### src/rtl/sd_spi_responder.sv
//-----------------------------------------------------------------------------
// sd_spi_responder
//
// SPI-mode (mode 0) SD-card target used as an on-chip card model. It decodes
// 6-byte command frames, answers with R1, and serves single-block read
// (CMD17) and single-block write (CMD24) transfers from an external
// byte-wide block memory.
//
// Optional build feature:
//   SD_SPI_RESP_CRC_CHECK_EN - when defined, the CRC7 of every command frame
//   is checked and a mismatch is answered with R1 = 0x08 | idle_flag.
//   When undefined, the CRC byte is ignored and no CRC logic exists.
//
// Ports:
//   clk        system clock, at least 8x the sclk frequency
//   rst        asynchronous active-low reset
//   cs         SPI chip select (active low)
//   sclk       SPI clock, mode 0
//   mosi       SPI data from host
//   miso       SPI data to host
//   mem_addr   byte address {block, byte_idx[8:0]}
//   mem_rd_en  read strobe, mem_rdata valid one clk later
//   mem_rdata  read data
//   mem_wr_en  one-clk write strobe
//   mem_wdata  write data
//   idle_flag  card-idle bit, also reported as R1 bit 0
//   debug      {state[3:0], cmd_index[5:0], byte_cnt[9:0], last_r1[7:0], 4'b0}
//-----------------------------------------------------------------------------
`timescale 1ns/1ps

module sd_spi_responder #(
    parameter int BLOCK_ADDR_W = 8,
    parameter int NCR_BYTES    = 1,
    parameter int BUSY_BYTES   = 4
) (
    input  logic                    clk,
    input  logic                    rst,
    input  logic                    cs,
    input  logic                    sclk,
    input  logic                    mosi,
    output logic                    miso,
    output logic [BLOCK_ADDR_W+8:0] mem_addr,
    output logic                    mem_rd_en,
    input  logic [7:0]              mem_rdata,
    output logic                    mem_wr_en,
    output logic [7:0]              mem_wdata,
    output logic                    idle_flag,
    output logic [31:0]             debug
);

    typedef enum logic [3:0] {
        CMD_WAIT      = 4'd0,
        CMD_RX        = 4'd1,
        RESP          = 4'd2,
        RD_TOKEN      = 4'd3,
        RD_DATA       = 4'd4,
        RD_CRC        = 4'd5,
        WR_WAIT_TOKEN = 4'd6,
        WR_DATA       = 4'd7,
        WR_CRC        = 4'd8,
        WR_DRESP      = 4'd9,
        WR_BUSY       = 4'd10
    } state_t;

`ifdef SD_SPI_RESP_CRC_CHECK_EN
    // CRC7 (x^7 + x^3 + 1) advanced over one byte, MSB first.
    function automatic logic [6:0] crc7_byte(input logic [6:0] crc_in, input logic [7:0] data);
        logic [6:0] crc_v;
        logic       fb_v;
        crc_v = crc_in;
        for (int i = 7; i >= 0; i--) begin
            fb_v  = crc_v[6] ^ data[i];
            crc_v = {crc_v[5:0], 1'b0};
            if (fb_v) begin
                crc_v = crc_v ^ 7'h09;
            end else begin
                crc_v = crc_v;
            end
        end
        return crc_v;
    endfunction
`endif

    // Synchroniser and edge-detect state
    logic [1:0] cs_sync_r;
    logic [1:0] sclk_sync_r;
    logic [1:0] mosi_sync_r;
    logic       sclk_prev_r;
    logic       desel_s;
    logic       sclk_rise_s;
    logic       sclk_fall_s;

    // Bit engine
    logic [2:0] bit_cnt_r;
    logic [7:0] rx_shift_r;
    logic [7:0] tx_shift_r;
    logic       load_pending_r;
    logic       byte_done_s;
    logic [7:0] rx_full_s;
    logic [7:0] tx_byte_s;

    // Protocol state
    state_t                  state_r, state_n;
    state_t                  after_resp_r, after_resp_n;
    logic [9:0]              byte_cnt_r, byte_cnt_n;
    logic [5:0]              cmd_index_r, cmd_index_n;
    logic [BLOCK_ADDR_W-1:0] blk_r, blk_n;
    logic [7:0]              r1_r, r1_n;
    logic [7:0]              last_r1_r, last_r1_n;
    logic                    idle_n;
    logic                    crc_ok_s;
`ifdef SD_SPI_RESP_CRC_CHECK_EN
    logic [6:0]              crc_r, crc_n;
`endif

    // Memory request path
    logic                    wr_req_s;
    logic                    rd_req_s;
    logic [BLOCK_ADDR_W+8:0] wr_addr_s;
    logic [BLOCK_ADDR_W+8:0] rd_addr_s;
    logic                    rd_pending_r;
    logic [7:0]              rd_buf_r;

    // Two-flop synchronisers for the SPI pins plus the previous sclk sample
    always_ff @(posedge clk or negedge rst) begin
        if (!rst) begin
            cs_sync_r   <= 2'b11;
            sclk_sync_r <= 2'b00;
            mosi_sync_r <= 2'b11;
            sclk_prev_r <= 1'b0;
        end else begin
            cs_sync_r   <= {cs_sync_r[0], cs};
            sclk_sync_r <= {sclk_sync_r[0], sclk};
            mosi_sync_r <= {mosi_sync_r[0], mosi};
            sclk_prev_r <= sclk_sync_r[1];
        end
    end

    assign desel_s     = cs_sync_r[1];
    assign sclk_rise_s = ~desel_s & sclk_sync_r[1] & ~sclk_prev_r;
    assign sclk_fall_s = ~desel_s & ~sclk_sync_r[1] & sclk_prev_r;
    assign byte_done_s = sclk_rise_s & (bit_cnt_r == 3'd7);
    assign rx_full_s   = {rx_shift_r[6:0], mosi_sync_r[1]};
    assign miso        = tx_shift_r[7];

    // Bit engine: sample on rising sclk, shift out on falling sclk, and load the
    // next tx byte one clk after a byte boundary (the FSM has advanced by then).
    // No shift on the falling edge that follows a boundary, so the freshly
    // loaded MSB stays on miso for the first rising edge of the next byte.
    always_ff @(posedge clk or negedge rst) begin
        if (!rst) begin
            bit_cnt_r      <= 3'd0;
            rx_shift_r     <= 8'h00;
            tx_shift_r     <= 8'hFF;
            load_pending_r <= 1'b0;
        end else if (desel_s) begin
            bit_cnt_r      <= 3'd0;
            tx_shift_r     <= 8'hFF;
            load_pending_r <= 1'b0;
        end else begin
            load_pending_r <= byte_done_s;
            if (sclk_rise_s) begin
                rx_shift_r <= rx_full_s;
                bit_cnt_r  <= bit_cnt_r + 3'd1;
            end
            if (load_pending_r) begin
                tx_shift_r <= tx_byte_s;
            end else if (sclk_fall_s && (bit_cnt_r != 3'd0)) begin
                tx_shift_r <= {tx_shift_r[6:0], 1'b1};
            end
        end
    end

    // Byte to transmit in the slot that starts now, from the advanced state
    always_comb begin
        tx_byte_s = 8'hFF;
        case (state_r)
            RESP:     tx_byte_s = (byte_cnt_r == 10'(NCR_BYTES)) ? r1_r : 8'hFF;
            RD_TOKEN: tx_byte_s = (byte_cnt_r == 10'd1) ? 8'hFE : 8'hFF;
            RD_DATA:  tx_byte_s = rd_buf_r;
            WR_DRESP: tx_byte_s = 8'h05;
            WR_BUSY:  tx_byte_s = (byte_cnt_r == 10'(BUSY_BYTES)) ? 8'hFF : 8'h00;
            default:  tx_byte_s = 8'hFF;
        endcase
    end

`ifdef SD_SPI_RESP_CRC_CHECK_EN
    assign crc_ok_s = (crc_r == rx_full_s[7:1]);
`else
    assign crc_ok_s = 1'b1;
`endif

    // Next-state logic: the FSM advances once per received byte
    always_comb begin
        state_n      = state_r;
        after_resp_n = after_resp_r;
        byte_cnt_n   = byte_cnt_r;
        cmd_index_n  = cmd_index_r;
        blk_n        = blk_r;
        r1_n         = r1_r;
        last_r1_n    = last_r1_r;
        idle_n       = idle_flag;
        wr_req_s     = 1'b0;
        wr_addr_s    = {blk_r, byte_cnt_r[8:0]};
`ifdef SD_SPI_RESP_CRC_CHECK_EN
        crc_n        = crc_r;
`endif
        if (desel_s) begin
            state_n    = CMD_WAIT;
            byte_cnt_n = 10'd0;
        end else if (byte_done_s) begin
            case (state_r)
                CMD_WAIT: begin
                    if (rx_full_s[7:6] == 2'b01) begin
                        state_n     = CMD_RX;
                        cmd_index_n = rx_full_s[5:0];
                        byte_cnt_n  = 10'd1;
                        blk_n       = '0;
`ifdef SD_SPI_RESP_CRC_CHECK_EN
                        crc_n       = crc7_byte(7'd0, rx_full_s);
`endif
                    end else begin
                        state_n = CMD_WAIT;
                    end
                end
                CMD_RX: begin
                    if (byte_cnt_r == 10'd5) begin
                        // CRC byte received: decide R1 from the pre-command idle state
                        state_n    = RESP;
                        byte_cnt_n = 10'd0;
                        if (!crc_ok_s) begin
                            r1_n         = {4'b0000, 1'b1, 2'b00, idle_flag};
                            after_resp_n = CMD_WAIT;
                        end else begin
                            case (cmd_index_r)
                                6'd0: begin
                                    idle_n       = 1'b1;
                                    r1_n         = 8'h01;
                                    after_resp_n = CMD_WAIT;
                                end
                                6'd1, 6'd41: begin
                                    idle_n       = 1'b0;
                                    r1_n         = 8'h00;
                                    after_resp_n = CMD_WAIT;
                                end
                                6'd17: begin
                                    r1_n         = idle_flag ? 8'h05 : 8'h00;
                                    after_resp_n = idle_flag ? CMD_WAIT : RD_TOKEN;
                                end
                                6'd24: begin
                                    r1_n         = idle_flag ? 8'h05 : 8'h00;
                                    after_resp_n = idle_flag ? CMD_WAIT : WR_WAIT_TOKEN;
                                end
                                default: begin
                                    r1_n         = {7'b0000010, idle_flag};
                                    after_resp_n = CMD_WAIT;
                                end
                            endcase
                        end
                        last_r1_n = r1_n;
                    end else begin
                        // Argument bytes arrive MSB first; only the low block bits are kept
                        blk_n      = BLOCK_ADDR_W'({blk_r, rx_full_s});
                        byte_cnt_n = byte_cnt_r + 10'd1;
`ifdef SD_SPI_RESP_CRC_CHECK_EN
                        crc_n      = crc7_byte(crc_r, rx_full_s);
`endif
                    end
                end
                RESP: begin
                    if (byte_cnt_r == 10'(NCR_BYTES)) begin
                        state_n    = after_resp_r;
                        byte_cnt_n = 10'd0;
                    end else begin
                        byte_cnt_n = byte_cnt_r + 10'd1;
                    end
                end
                RD_TOKEN, RD_CRC, WR_CRC: begin
                    if (byte_cnt_r == 10'd1) begin
                        byte_cnt_n = 10'd0;
                        state_n    = (state_r == RD_TOKEN) ? RD_DATA :
                                     (state_r == RD_CRC)   ? CMD_WAIT : WR_DRESP;
                    end else begin
                        byte_cnt_n = byte_cnt_r + 10'd1;
                    end
                end
                RD_DATA: begin
                    if (byte_cnt_r == 10'd511) begin
                        state_n    = RD_CRC;
                        byte_cnt_n = 10'd0;
                    end else begin
                        byte_cnt_n = byte_cnt_r + 10'd1;
                    end
                end
                WR_WAIT_TOKEN: begin
                    if (rx_full_s == 8'hFE) begin
                        state_n    = WR_DATA;
                        byte_cnt_n = 10'd0;
                    end else begin
                        state_n = WR_WAIT_TOKEN;
                    end
                end
                WR_DATA: begin
                    wr_req_s = 1'b1;
                    if (byte_cnt_r == 10'd511) begin
                        state_n    = WR_CRC;
                        byte_cnt_n = 10'd0;
                    end else begin
                        byte_cnt_n = byte_cnt_r + 10'd1;
                    end
                end
                WR_DRESP: begin
                    state_n    = WR_BUSY;
                    byte_cnt_n = 10'd0;
                end
                WR_BUSY: begin
                    if (byte_cnt_r == 10'(BUSY_BYTES)) begin
                        state_n    = CMD_WAIT;
                        byte_cnt_n = 10'd0;
                    end else begin
                        byte_cnt_n = byte_cnt_r + 10'd1;
                    end
                end
                default: begin
                    state_n    = CMD_WAIT;
                    byte_cnt_n = 10'd0;
                end
            endcase
        end else begin
            state_n = state_r;
        end
    end

    // Read requests are raised when a tx slot is loaded: byte 0 during the
    // token slot, then byte n+1 while byte n is shifting out.
    always_comb begin
        rd_req_s  = 1'b0;
        rd_addr_s = {blk_r, 9'd0};
        if (load_pending_r && !desel_s) begin
            case (state_r)
                RD_TOKEN: begin
                    rd_req_s  = (byte_cnt_r == 10'd1);
                    rd_addr_s = {blk_r, 9'd0};
                end
                RD_DATA: begin
                    rd_req_s  = (byte_cnt_r != 10'd511);
                    rd_addr_s = {blk_r, byte_cnt_r[8:0] + 9'd1};
                end
                default: begin
                    rd_req_s  = 1'b0;
                    rd_addr_s = {blk_r, 9'd0};
                end
            endcase
        end else begin
            rd_req_s = 1'b0;
        end
    end

    // FSM state register and card status
    always_ff @(posedge clk or negedge rst) begin
        if (!rst) begin
            state_r      <= CMD_WAIT;
            after_resp_r <= CMD_WAIT;
            byte_cnt_r   <= 10'd0;
            cmd_index_r  <= 6'd0;
            blk_r        <= '0;
            r1_r         <= 8'h00;
            last_r1_r    <= 8'h00;
            idle_flag    <= 1'b1;
            debug        <= 32'h0000_0000;
`ifdef SD_SPI_RESP_CRC_CHECK_EN
            crc_r        <= 7'd0;
`endif
        end else begin
            state_r      <= state_n;
            after_resp_r <= after_resp_n;
            byte_cnt_r   <= byte_cnt_n;
            cmd_index_r  <= cmd_index_n;
            blk_r        <= blk_n;
            r1_r         <= r1_n;
            last_r1_r    <= last_r1_n;
            idle_flag    <= idle_n;
            debug        <= {state_n, cmd_index_n, byte_cnt_n, last_r1_n, 4'b0000};
`ifdef SD_SPI_RESP_CRC_CHECK_EN
            crc_r        <= crc_n;
`endif
        end
    end

    // Memory port: registered strobes, write wins over read, read data captured one clk after the strobe
    always_ff @(posedge clk or negedge rst) begin
        if (!rst) begin
            mem_wr_en    <= 1'b0;
            mem_rd_en    <= 1'b0;
            mem_addr     <= '0;
            mem_wdata    <= 8'h00;
            rd_pending_r <= 1'b0;
            rd_buf_r     <= 8'hFF;
        end else begin
            mem_wr_en    <= wr_req_s;
            mem_rd_en    <= rd_req_s & ~wr_req_s;
            rd_pending_r <= mem_rd_en;
            if (wr_req_s) begin
                mem_addr  <= wr_addr_s;
                mem_wdata <= rx_full_s;
            end else if (rd_req_s) begin
                mem_addr  <= rd_addr_s;
            end
            if (rd_pending_r) begin
                rd_buf_r <= mem_rdata;
            end
        end
    end

endmodule

### config.mk
export PLATFORM = sky130hd
export DESIGN_NAME = sd_spi_responder
export DESIGN_NICKNAME = d
export VERILOG_FILES = /design/src/rtl/sd_spi_responder.sv
export SDC_FILE = /design/constraint.sdc
export NUM_CORES = 1
export LEC_CHECK = 0
export CORE_MARGIN = 1
export CORE_UTILIZATION = 30
export DETAILED_ROUTE_END_ITERATION = 16
export PLACE_DENSITY_LB_ADDON = 0.15
export SYNTH_ARGS = -nofsm -noshare
export SYNTH_HDL_FRONTEND = slang
export SYNTH_SLANG_ARGS = --single-unit
export TNS_END_PERCENT = 30
### constraint.sdc
create_clock -name clk -period 5.2 [get_ports clk]
set_input_delay 0.52 -clock clk [delete_from_list [all_inputs] [get_ports clk]]
set_output_delay 0.52 -clock clk [all_outputs]
set_load 0.01 [all_outputs]
==> metrics.csv <==
metric;value;unit
Main synth FF type;dfrtp_1;
Clk pin slew, worst setup/hold paths;0.07;ns
Post-synth EDFFs;0;
Placed Instance Area;0.00574;mm²
Total GRT Usage;0.157;
arrival time at the worst endpoint;3.24;ns
most common cell after layout, fill and taps aside;dfrtp_1;
Yosys reg bits;96;
DPL Wire Length;8950;µm
hold_buf cts;0;
Slowest Stage Delay on Critical Path;0.94;ns
Final Max Tran Viols;0;
pin count of the biggest net entering global routing;53;
Seq/Total Area, Yosys;0.482;
ys async rst share;1.00;
Setup-failing EPs final;0;
layout cells sized above 1;0.162;
final period utilization;0.578;
setup bufs post-CTS;0;
Tightest Hold Check Type;in -> async;
# diodes;0;
Worst path slowest cell;o311ai_2;
sequential share of power;0.500;
Fmax;0.333;GHz
core box area;0.0161;mm²
Yosys cell types;70;
wirelength, routed;13000;µm
CTS H-tree depth;3;
RSZ-0062 raised after global routing;false;
Starting DRT DRC Count;285;
die area;0.0173;mm²
DRT antenna net count;0;
starting density of the core;0.312;
vias in the first global route;4029;
clock share of power;0.449;
kind of start point of the critical path;flip-flop;
worst vdd ir;0.168;mV
clock period minus worst slack;3.01;ns
worst skew pair latency;0.35;ns
initial antenna violation count;0;
Sink Count;96;
fill cell count;1596;
CP Max Fanout;15;
PwrDens;269;mW/mm²
Area Growth Syn to Fin;20.6;%
Static Leak;0.00253;µW
Placer Congestion;0.913;
skew final;0.0103;ns
worst-path cell chain;ha_1 > nand4_1 > o311ai_2 > o211a_4 > mux2_2;
Logic pwr share;0.050;
status;finished clean;
Die Height;132;µm
clk buf depth;2;
site row count;46;
crit path capture type;flip-flop;
Finished Cell Area;0.00607;mm²
PostCTS Resize Cnt;0;
Slew @ Worst Pin;1.19;ns
nets;552;
Worst Path Required;5.44;ns
mean routed wirelength per cell;17.3;µm
clock root cell;clkbuf_16;
DRT Pass-1 Iters;5;
overall power;1640;µW
commonest cells after routing, fill and taps aside;75 x dfrtp_1, 62 x clkdlybuf4s50_1, 60 x nand2_1;
vias per cell;5.24;
Cells after Synth;489;
synthesized area;0.00503;mm²
Ys Warns;0;
WS Path Type;reg -> reg;
Slew HR;0.206;
Sw Pwr;386;µW
DR vias;3954;
cell-internal power;1250;µW
Sw Ratio;0.236;
first-pass GRT wire length;21700;µm
Port Buffers;63;
chip width;132;µm
final hold vios;0;
num ports;74;
Mean Syn Cell Area;10.3;µm²
max-cap viol count;0;
GR Overflow Total;0;
detailed-route DRC error count;0;
setup TNS;0;ns
TritonCTS buffer count;9;
CTS tree;built;
## cell type report
class,count,area (µm²),share of cell area
inverters,19,71.3,0.0117
well taps,216,270,0.0445
flip-flops and latches,96,2430,0.400
multi-input cells,342,2330,0.384
repair buffers,65,643,0.106
clock inverters,6,90.1,0.0148
clock buffers,10,239,0.0394
## worst max-delay path, delay by kind of cell (launching register included)
family / cells / cell delay (ns)
DFF: 1 / 0.52
AOI/OAI and AO/OA: 2 / 1.38
adders and majority gates: 1 / 0.38
muxes: 1 / 0.37
and+or+nand+nor: 1 / 0.22
## cell usage after synthesis, types with 3 or more instances
library cell  number  area [µm²]
dfrtp_1           75        1880
nand2_1           60         225
mux2_2            28         315
o21ai_0           27         135
nor2_1            25        93.8
dfstp_2           21         552
inv_1             19        71.3
nor3_1            17        85.1
clkbuf_1          15        56.3
a21oi_1           14        70.1
a22oi_1           12        90.1
buf_4             12        90.1
nor2b_1           12        75.1
nand3_1           11        55.1
o211ai_1          10        75.1
buf_2              9        45.0
a22o_1             8        70.1
mux2i_1            8        80.1
a221o_1            7        70.1
nand2b_1           7        43.8
nand4_1            7        43.8
ha_1               6        75.1
o221ai_1           6        52.6
buf_6              4        45.0
a21o_1             3        22.5
and2_1             3        18.8
and3_1             3        18.8
nor4b_2            3        45.0
o22ai_1            3        18.8
or3_1              3        18.8
## logic make-up after synthesis
| group | after synthesis | synth area share |
|---|---|---|
| AOI/OAI and AO/OA | 116 | 0.169 |
| and+or+nand+nor | 171 | 0.188 |
| adders and majority gates | 6 | 0.0149 |
| muxes | 36 | 0.0785 |
| buffers and inverters | 60 | 0.0619 |
| xor gates and xnor gates | 3 | 0.00522 |
| DFF | 96 | 0.482 |
| other | 1 | 0.000745 |
## path summary, 6_finish.rpt
kind	start	endpoint	slack, ns	depth (start not counted)
min in group clk	sclk_sync_r[0]$_DFF_PN0_	sclk_sync_r[1]$_DFF_PN0_	0.34	0
max reg2reg	byte_cnt_r[0]$_DFFE_PN0P_	mem_addr[16]$_DFFE_PN0P_	2.19	5
min	rst	mem_wdata[5]$_DFFE_PN0P_	0.16	1
max in group asynchronous	rst	bit_cnt_r[1]$_DFFE_PN0P_	3.94	2
max	byte_cnt_r[0]$_DFFE_PN0P_	mem_addr[16]$_DFFE_PN0P_	2.19	5
min reg2reg	sclk_sync_r[0]$_DFF_PN0_	sclk_sync_r[1]$_DFF_PN0_	0.34	0
## through the flow
step / util / cells / hold slack (ns) / worst slack [ns]
after CTS: 0.377 / 754 / 0.192 / 2.14
after floorplan: - / 498 / 0.224 / 3.05
final: 0.377 / 754 / 0.161 / 2.19
after detailed placement: 0.356 / 738 / 0.336 / 2.15
after global placement: 0.356 / 738 / 0.337 / 2.19
after global routing: 0.377 / 754 / 0.220 / 1.94
## metal layers
metal	GRT usage	up-vias	share of wire
met5	0	-	0
met4	0.0556	0	0.017
met3	0.0351	18	0.055
met2	0.249	120	0.46
met1	0.210	1975	0.47
li1	-	1841	-
## flip-flops by register name, summed over array words and instances, names as in the netlist, 2 cells and up
name and flops:
cmd_index_r 5, sclk_sync_r 2, blk_r 8, rd_buf_r 8, debug 3, cs_sync_r 2
last_r1_r 2, mem_addr 17, mem_wdata 8, byte_cnt_r 9, mosi_sync_r 2, state_r 3
bit_cnt_r 3, rx_shift_r 7, tx_shift_r 8, after_resp_r 3
## power by group through the flow
stage                     sequential, µW  combinational (µW)  clock [µW]
final                                819                82.1         735
after global routing                 825                93.4         785
after CTS                            820                84.0         753
after global placement               834                81.8           0
after floorplan                      814                55.7           0
after detailed placement             834                83.6           0
Power figures use the tool's default switching activity.
